File: config.mk
export PLATFORM = sky130hd
export DESIGN_NAME = operand_fwd_unit
export DESIGN_NICKNAME = d
export VERILOG_FILES = /design/src/rtl/operand_fwd_unit.sv
export SDC_FILE = /design/constraint.sdc
export NUM_CORES = 1
export LEC_CHECK = 0
export BUFFER_PORTS_ARGS = -buffer_cell sky130_fd_sc_hd__buf_4
export CELL_PAD_IN_SITES_DETAIL_PLACEMENT = 0
export CELL_PAD_IN_SITES_GLOBAL_PLACEMENT = 1
export CORE_MARGIN = 2
export CORE_UTILIZATION = 38
export CTS_CLUSTER_DIAMETER = 120
export DETAILED_ROUTE_END_ITERATION = 8
export GPL_ROUTABILITY_DRIVEN = 0
export PLACE_DENSITY_LB_ADDON = 0.1
export SETUP_SLACK_MARGIN = 0.2
export SYNTH_ARGS = -nofsm -noshare
export SYNTH_HDL_FRONTEND = slang
export SYNTH_SLANG_ARGS = --single-unit
File: constraint.sdc
create_clock -name clk -period 3.76 [get_ports clk]
set_clock_uncertainty 0.2 [all_clocks]
set_input_delay 0.376 -clock clk [delete_from_list [all_inputs] [get_ports clk]]
set_output_delay 0.376 -clock clk [all_outputs]
set_load 0.1 [all_outputs]
File: src/rtl/operand_fwd_unit.sv
// EX-stage operand/bypass unit: ID_EX operand registers, destination tags for NSTG post-EX
// stages, self-computed bypass selects, stall-time operand refresh and load-use detection.
module operand_fwd_unit #(
  parameter int DW   = 16,
  parameter int AW   = 4,
  parameter int NSRC = 2,
  parameter int NSTG = 2
) (
  input  logic               clk,
  input  logic               rst_n,
  input  logic               stall_ID_EX,
  input  logic               stall_EX_DM,
  input  logic               flush_ID_EX,
  input  logic [NSRC*AW-1:0] rs_addr_ID,
  input  logic [NSRC-1:0]    rs_vld_ID,
  input  logic [NSRC*DW-1:0] rf_rd_data,
  input  logic [AW-1:0]      dst_addr_ID,
  input  logic               dst_we_ID,
  input  logic               dst_ld_ID,
  input  logic [NSTG*DW-1:0] stg_data,
  output logic [NSRC*DW-1:0] opnd,
  output logic [DW-1:0]      st_data_EX_DM,
  output logic [NSRC-1:0]    byp_hit,
  output logic               load_use_haz
);

  // Tag k: k=0 is the instruction in EX, k=1..NSTG the post-EX stages.
  // The load flag only matters in T0 (hazard) and T1 (illegal bypass), so it is kept there only.
  logic [AW-1:0]   r_tag_addr [NSTG+1];
  logic [NSTG:0]   r_tag_we;
  logic [1:0]      r_tag_ld;

  logic [DW-1:0]   r_opnd [NSRC];
  logic [AW-1:0]   r_src  [NSRC];
  logic [NSRC-1:0] r_pend;
  logic [DW-1:0]   r_st_data;

  logic [NSRC-1:0] w_hit;
  logic [DW-1:0]   w_fwd [NSRC];
  logic [NSRC-1:0] w_t1_ld_hit;
  logic            w_haz;

  always_comb begin
    w_hit       = '0;
    w_t1_ld_hit = '0;
    for (int i = 0; i < NSRC; i++) begin
      w_fwd[i] = r_opnd[i];
      // Scan oldest to youngest so the smallest matching stage wins.
      for (int k = NSTG; k >= 1; k--) begin
        if (r_pend[i] && (r_src[i] != '0) && r_tag_we[k] && (r_tag_addr[k] == r_src[i])) begin
          w_hit[i] = 1'b1;
          w_fwd[i] = stg_data[(k-1)*DW +: DW];
        end
      end
      w_t1_ld_hit[i] = r_pend[i] && (r_src[i] != '0) && r_tag_we[1] && r_tag_ld[1] &&
                       (r_tag_addr[1] == r_src[i]);
    end
  end

  always_comb begin
    w_haz = 1'b0;
    for (int i = 0; i < NSRC; i++) begin
      if (r_tag_we[0] && r_tag_ld[0] && (r_tag_addr[0] != '0) && rs_vld_ID[i] &&
          (rs_addr_ID[i*AW +: AW] == r_tag_addr[0]))
        w_haz = 1'b1;
    end
  end

  always_ff @(posedge clk) begin
    if (!rst_n) begin
      for (int k = 0; k <= NSTG; k++) begin
        r_tag_addr[k] <= '0;
      end
      r_tag_we <= '0;
      r_tag_ld <= '0;
    end else begin
      if (!stall_EX_DM) begin
        for (int k = NSTG; k >= 2; k--) begin
          r_tag_addr[k] <= r_tag_addr[k-1];
          r_tag_we[k]   <= r_tag_we[k-1];
        end
        r_tag_addr[1] <= stall_ID_EX ? '0 : r_tag_addr[0];
        r_tag_we[1]   <= stall_ID_EX ? 1'b0 : r_tag_we[0];
        r_tag_ld[1]   <= stall_ID_EX ? 1'b0 : r_tag_ld[0];
      end
      if (!stall_ID_EX) begin
        r_tag_addr[0] <= flush_ID_EX ? '0 : dst_addr_ID;
        r_tag_we[0]   <= flush_ID_EX ? 1'b0 : dst_we_ID;
        r_tag_ld[0]   <= flush_ID_EX ? 1'b0 : dst_ld_ID;
      end
    end
  end

  always_ff @(posedge clk) begin
    if (!rst_n) begin
      for (int i = 0; i < NSRC; i++) begin
        r_opnd[i] <= '0;
        r_src[i]  <= '0;
      end
      r_pend    <= '0;
      r_st_data <= '0;
    end else begin
      if (!stall_EX_DM) begin
        r_st_data <= w_fwd[0];
      end
      if (!stall_ID_EX) begin
        for (int i = 0; i < NSRC; i++) begin
          r_opnd[i] <= rf_rd_data[i*DW +: DW];
          r_src[i]  <= rs_addr_ID[i*AW +: AW];
          r_pend[i] <= rs_vld_ID[i] && (rs_addr_ID[i*AW +: AW] != '0) && !flush_ID_EX;
        end
      end else begin
        // Capture forwarded data while held so a retiring producer is not lost.
        for (int i = 0; i < NSRC; i++) begin
          if (w_hit[i]) begin
            r_opnd[i] <= w_fwd[i];
            r_pend[i] <= 1'b0;
          end
        end
      end
    end
  end

  generate
    for (genvar gi = 0; gi < NSRC; gi++) begin : g_opnd
      assign opnd[gi*DW +: DW] = w_fwd[gi];
    end
  endgenerate

  assign byp_hit       = w_hit;
  assign st_data_EX_DM = r_st_data;
  assign load_use_haz  = w_haz;

  a_no_ld_hit_t1: assert property (@(posedge clk) rst_n |-> (w_t1_ld_hit == '0));
  a_stall_order:  assert property (@(posedge clk) (rst_n && stall_EX_DM) |-> stall_ID_EX);

endmodule

=== Yosys cells after proc, flatten, opt, wreduce, memory -nomap -nowiden ===
Memories as Yosys holds them, arrays and structs flattened.
Cells that the tools add are included.

* Eq/ne operators: 8
* Mux-type cells: 42
* Bitwise gates (word level): 9
* Reductions and logical operators: 26

{| class="wikitable"
|+ Operators by type and width
! kind !! count
|-
| 16-bit 2-to-1 mux || 8
|-
| 4-bit 2-to-1 mux || 7
|-
| 1-bit 2-to-1 mux || 26
|-
| 4-bit equality test || 6
|-
| 1-bit logical AND || 20
|-
| 4-bit nonzero test || 5
|-
| 1-bit bitwise OR || 9
|-
| 2-bit by 1-bit inequality test with 1-bit output, second input constant || 2
|-
| 2-bit 2-to-1 mux || 1
|-
| 1-bit logical NOT || 1
|}

* Flip-flop bits (word level): 22
* Memory bits (writable): 52
* Input bits: 85
* Output and inout bits: 51
* Logic and storage cells: 94
* Memories: 3

{| class="wikitable"
|+ Memories
! memory !! words !! bits a word !! read ports !! clocked after memory_dff !! wr ports !! RTL line !! RTL
|-
| r_opnd || 2 || 16 || 2 || 0 || 2 || 33 || <nowiki>logic [DW-1:0] r_opnd [NSRC];</nowiki>
|-
| r_tag_addr || 3 || 4 || 3 || 0 || 3 || 29 || <nowiki>logic [AW-1:0] r_tag_addr [NSTG+1];</nowiki>
|-
| r_src || 2 || 4 || 2 || 0 || 2 || 34 || <nowiki>logic [AW-1:0] r_src [NSRC];</nowiki>
|}

=== Longest topological paths before layout ===
* Depth after elaboration: 11
* Mapped depth: 8
* Depth with buffers taken out: 5

=== Least setup slack after synthesis ===
Ideal clock, no wire load.

* Kind: reg2reg
* Start: memory r_src[0][0]
* End: memory r_opnd[0][7] (data pin)
* Setup time: 0.144 ns
* Data arrival time: 3.528 ns
* Required time: 3.416 ns
* Path slack: -0.111 ns
* Cell stages (with the launch flop): 7
* Buffers on the path: 1
* Period minus slack after synthesis: 3.871 ns
* Cells stage by stage: edfxtp_1 or4_1 nand4_1 clkbuf_1 o21ai_0 a31oi_1 a22o_1

{| class="wikitable"
|+ RTL lines
! item !! RTL line
|-
| start: declaration || 34
|-
| end: declaration || 33
|}

==> impl_results.md <==
- Num rows: 38
- Most common cell after layout, fill and taps aside: buf_4
- Status: complete, no violations
- DR pass1 iterations: 4
- Cell area after layout: 5550 sq um
- Final Net Count: 608
- Hold Vio Cnt, Final: 0
- Final design utilization: 51.6%
- Die W: 108 um
- H-tree Lvls: 3
- TritonCTS clock tree: built
- Sw power: 750 uW
- ANT cells: 0
- Largest net degree at the start of global routing: 30
- Antenna violations before repair: 0
- Min-delay worst type: in -> reg
- Starting Density: 38.6%
- Vias/cell: 5.58
- PnR worst setup slack: 0.326 ns
- Longest Clk Path Bufs: 2
- Fillers: 1038
- Clock share of power: 30.9%
- Min Hold Slack: 0.0683 ns
- # setup viols final: 0
- Crit path depth: 7
- Drt initial violations: 195
- Clock latency on the worst-skew pair: 0.36 ns
- Synth Cell Area: 4150 sq um
- RSZ-0062 raised after global routing: no
- Sequential-to-total area share from yosys stat: 48.3%
- Routing usage on met1: 25.1%
- Setup TNS Final: 0 ns
- Area after DPL: 5320 sq um
- Syn Nets: 488
- Pleak: 2.30 nW
- Total CTS buffers: 9
- Dpl cells: 652
- Worst-margin pin slew: 1.07 ns
- Core Region: 10700 sq um
- Number of synthesized flops with an enable pin: 52
- Max Clock Freq: 291 MHz
- Required time worst endpoint: 3.18 ns
- P per Cell Area: 402 nW/um^2
- Yosys reg bits: 74
- MaxCap Viol Count: 0
- Grt peak-use layer: met2
- Root Driver: clkbuf_8
- Layout cells sized above 1: 35.0%
- CP most frequent cell: buf_4
- Worst setup EP type: output port
- Chip height: 108 um
- Reg2Reg Depth: 4
- Synth Instances: 403
- Post-CTS Setup Repair Bufs: 0
- Worst ir drop on vdd: 0.000219 V
- Drt drc: 0
- Number of library cell types mapped by synthesis: 36
- Worst rel slew slack: 28.6%
- Setup WS pre-CTS: 0.716 ns
- Post-DP HPWL: 9570 um
- DR vias: 3730
- Hold Crit Depth: 3
- Grt total ovfl: 0
- Final worst-path cycle share: 91.3%
- Slew Viols, Final: 0
- I/O Buffers: 135
- Final wirelength: 12400 um
- Sequential share of power: 42.9%
- First-pass GRT wire length: 19100 um
- Comb power frac: 26.1%
- CP Cell Sequence: nor2b_1 -> or4_1 -> buf_4 -> or2_1 -> buf_4 -> a31oi_1 -> buf_4
- Slowest cell on crit path: or4_1
- ANT nets after route: 0
- Delay-heaviest family, CP: simple AND/OR/NAND/NOR gates
- Avg Cell Area, Syn: 10.3 sq um
- Internal: 1.48 mW
- Sink Count: 74
- Reg clk slew, reported paths: 0.08 ns
- Worst Path Arrival: 2.86 ns
- Number of global-route vias before repair: 3751
- Die area: 11800 sq um
- Met3 Resource Use GR: 4.34%
- Setup CP Type: reg -> out
- Met2 Usage GRT: 38.3%
- Area Growth Syn to Fin: 33.8%
- Asr flop ratio synth: 0%
- GR Util All Layers: 21.5%
- Tmin final: 3.43 ns
- Net Sw Frac: 33.6%
- Total Power: 2.23 mW
- Critical Path Max Stage Delay: 0.52 ns
- Main synth FF type: edfxtp_1
- Boundary Pins: 136
- Most frequent cells in the layout: 145 x buf_4, 52 x edfxtp_1, 39 x nand3_1
- Ys Warns: 0
- CP Launch Type: register
- Crit Path Max Fanout: 20
- Crit path buf inv count: 3
- Routed len/inst: 18.6 um
- Non-Filler Instances: 668
cells in the mapped netlist (all sizes together), types with 4 or more instances:
cell | number | area share, %
a31oi | 33 | 7.7
xor2 | 9 | 1.9
a22o | 32 | 6.8
nor2b | 9 | 1.4
and3 | 18 | 2.7
o21ai | 32 | 3.9
clkbuf | 24 | 2.2
buf | 12 | 1.8
and2 | 20 | 3.0
nand4 | 5 | 0.75
nand3 | 39 | 4.7
edfxtp | 52 | 38
a21o | 16 | 2.9
nor3 | 35 | 4.3
nand2 | 9 | 0.81
or4 | 4 | 0.72
xnor2 | 14 | 3.0
dfxtp | 22 | 11
logic make-up after synthesis:
family	Yosys count	synth area share, %
buffers and inverters	36	3.98
XOR/XNOR	23	4.86
multiplexers	1	0.241
AO/OA/AOI/OAI	121	22.9
flip-flops	74	48.3
AND/OR/NAND/NOR	148	19.7
tightest hold or removal path: stages:
cell	delay, ns
buf_4	0.08
a22oi_1	0.05
nor2b_1	0.09
routing by layer:
metal | up-vias | share of wire [%]
met4 | 0 | 2.4
met2 | 117 | 52
met1 | 1793 | 39
li1 | 1799 | -
met5 | - | 0
met3 | 21 | 6.5
layout make-up:
type	count	area, sq um	share of cell area (%)
Clock inverter	6	90.1	1.62
Sequential cell	74	2000	36.1
Multi-Input combinational cell	293	2060	37.2
Timing Repair Buffer	145	1090	19.6
Tap cell	140	175	3.16
Clock buffer	10	128	2.30
final timing paths:
kind | from | end | slack (ns)
setup / recovery | r_src[0][1]$_SDFFCE_PN0P_ | opnd[13] | 0.33
hold / removal | dst_we_ID | r_tag_we[0]$_SDFFE_PN0N_ | 0.07
setup reg to reg | r_src[0][4]$_SDFFCE_PN0P_ | r_opnd[0][25]$_DFFE_PP_ | 0.71
hold reg to reg | r_pend[1]$_SDFFE_PN0P_ | r_pend[1]$_SDFFE_PN0P_ | 0.33
state kept, by name, summed over array words and instances (netlist names):
name           cells
r_tag_addr        12
r_opnd            32
r_tag_ld           1
st_data_EX_DM     16
r_tag_we           3
r_pend             2
r_src              8
what timing repair did:
| item | in CTS | in global routing |
|---|---|---|
| setup endpoints to repair | 0 | 1 |
| hold buffers | 0 | 0 |
| gates resized for setup | 0 | 1 |
power by group through the flow:
stage / registers [mW] / logic (mW) / clock network, mW
finish: 0.957 / 0.582 / 0.689
floorplan: 1.02 / 0.350 / 0
detailed placement: 0.976 / 0.584 / 0
CTS: 0.957 / 0.585 / 0.699
global route: 0.963 / 0.615 / 0.732
global placement: 0.974 / 0.579 / 0
(Power assumes the default switching activity.)
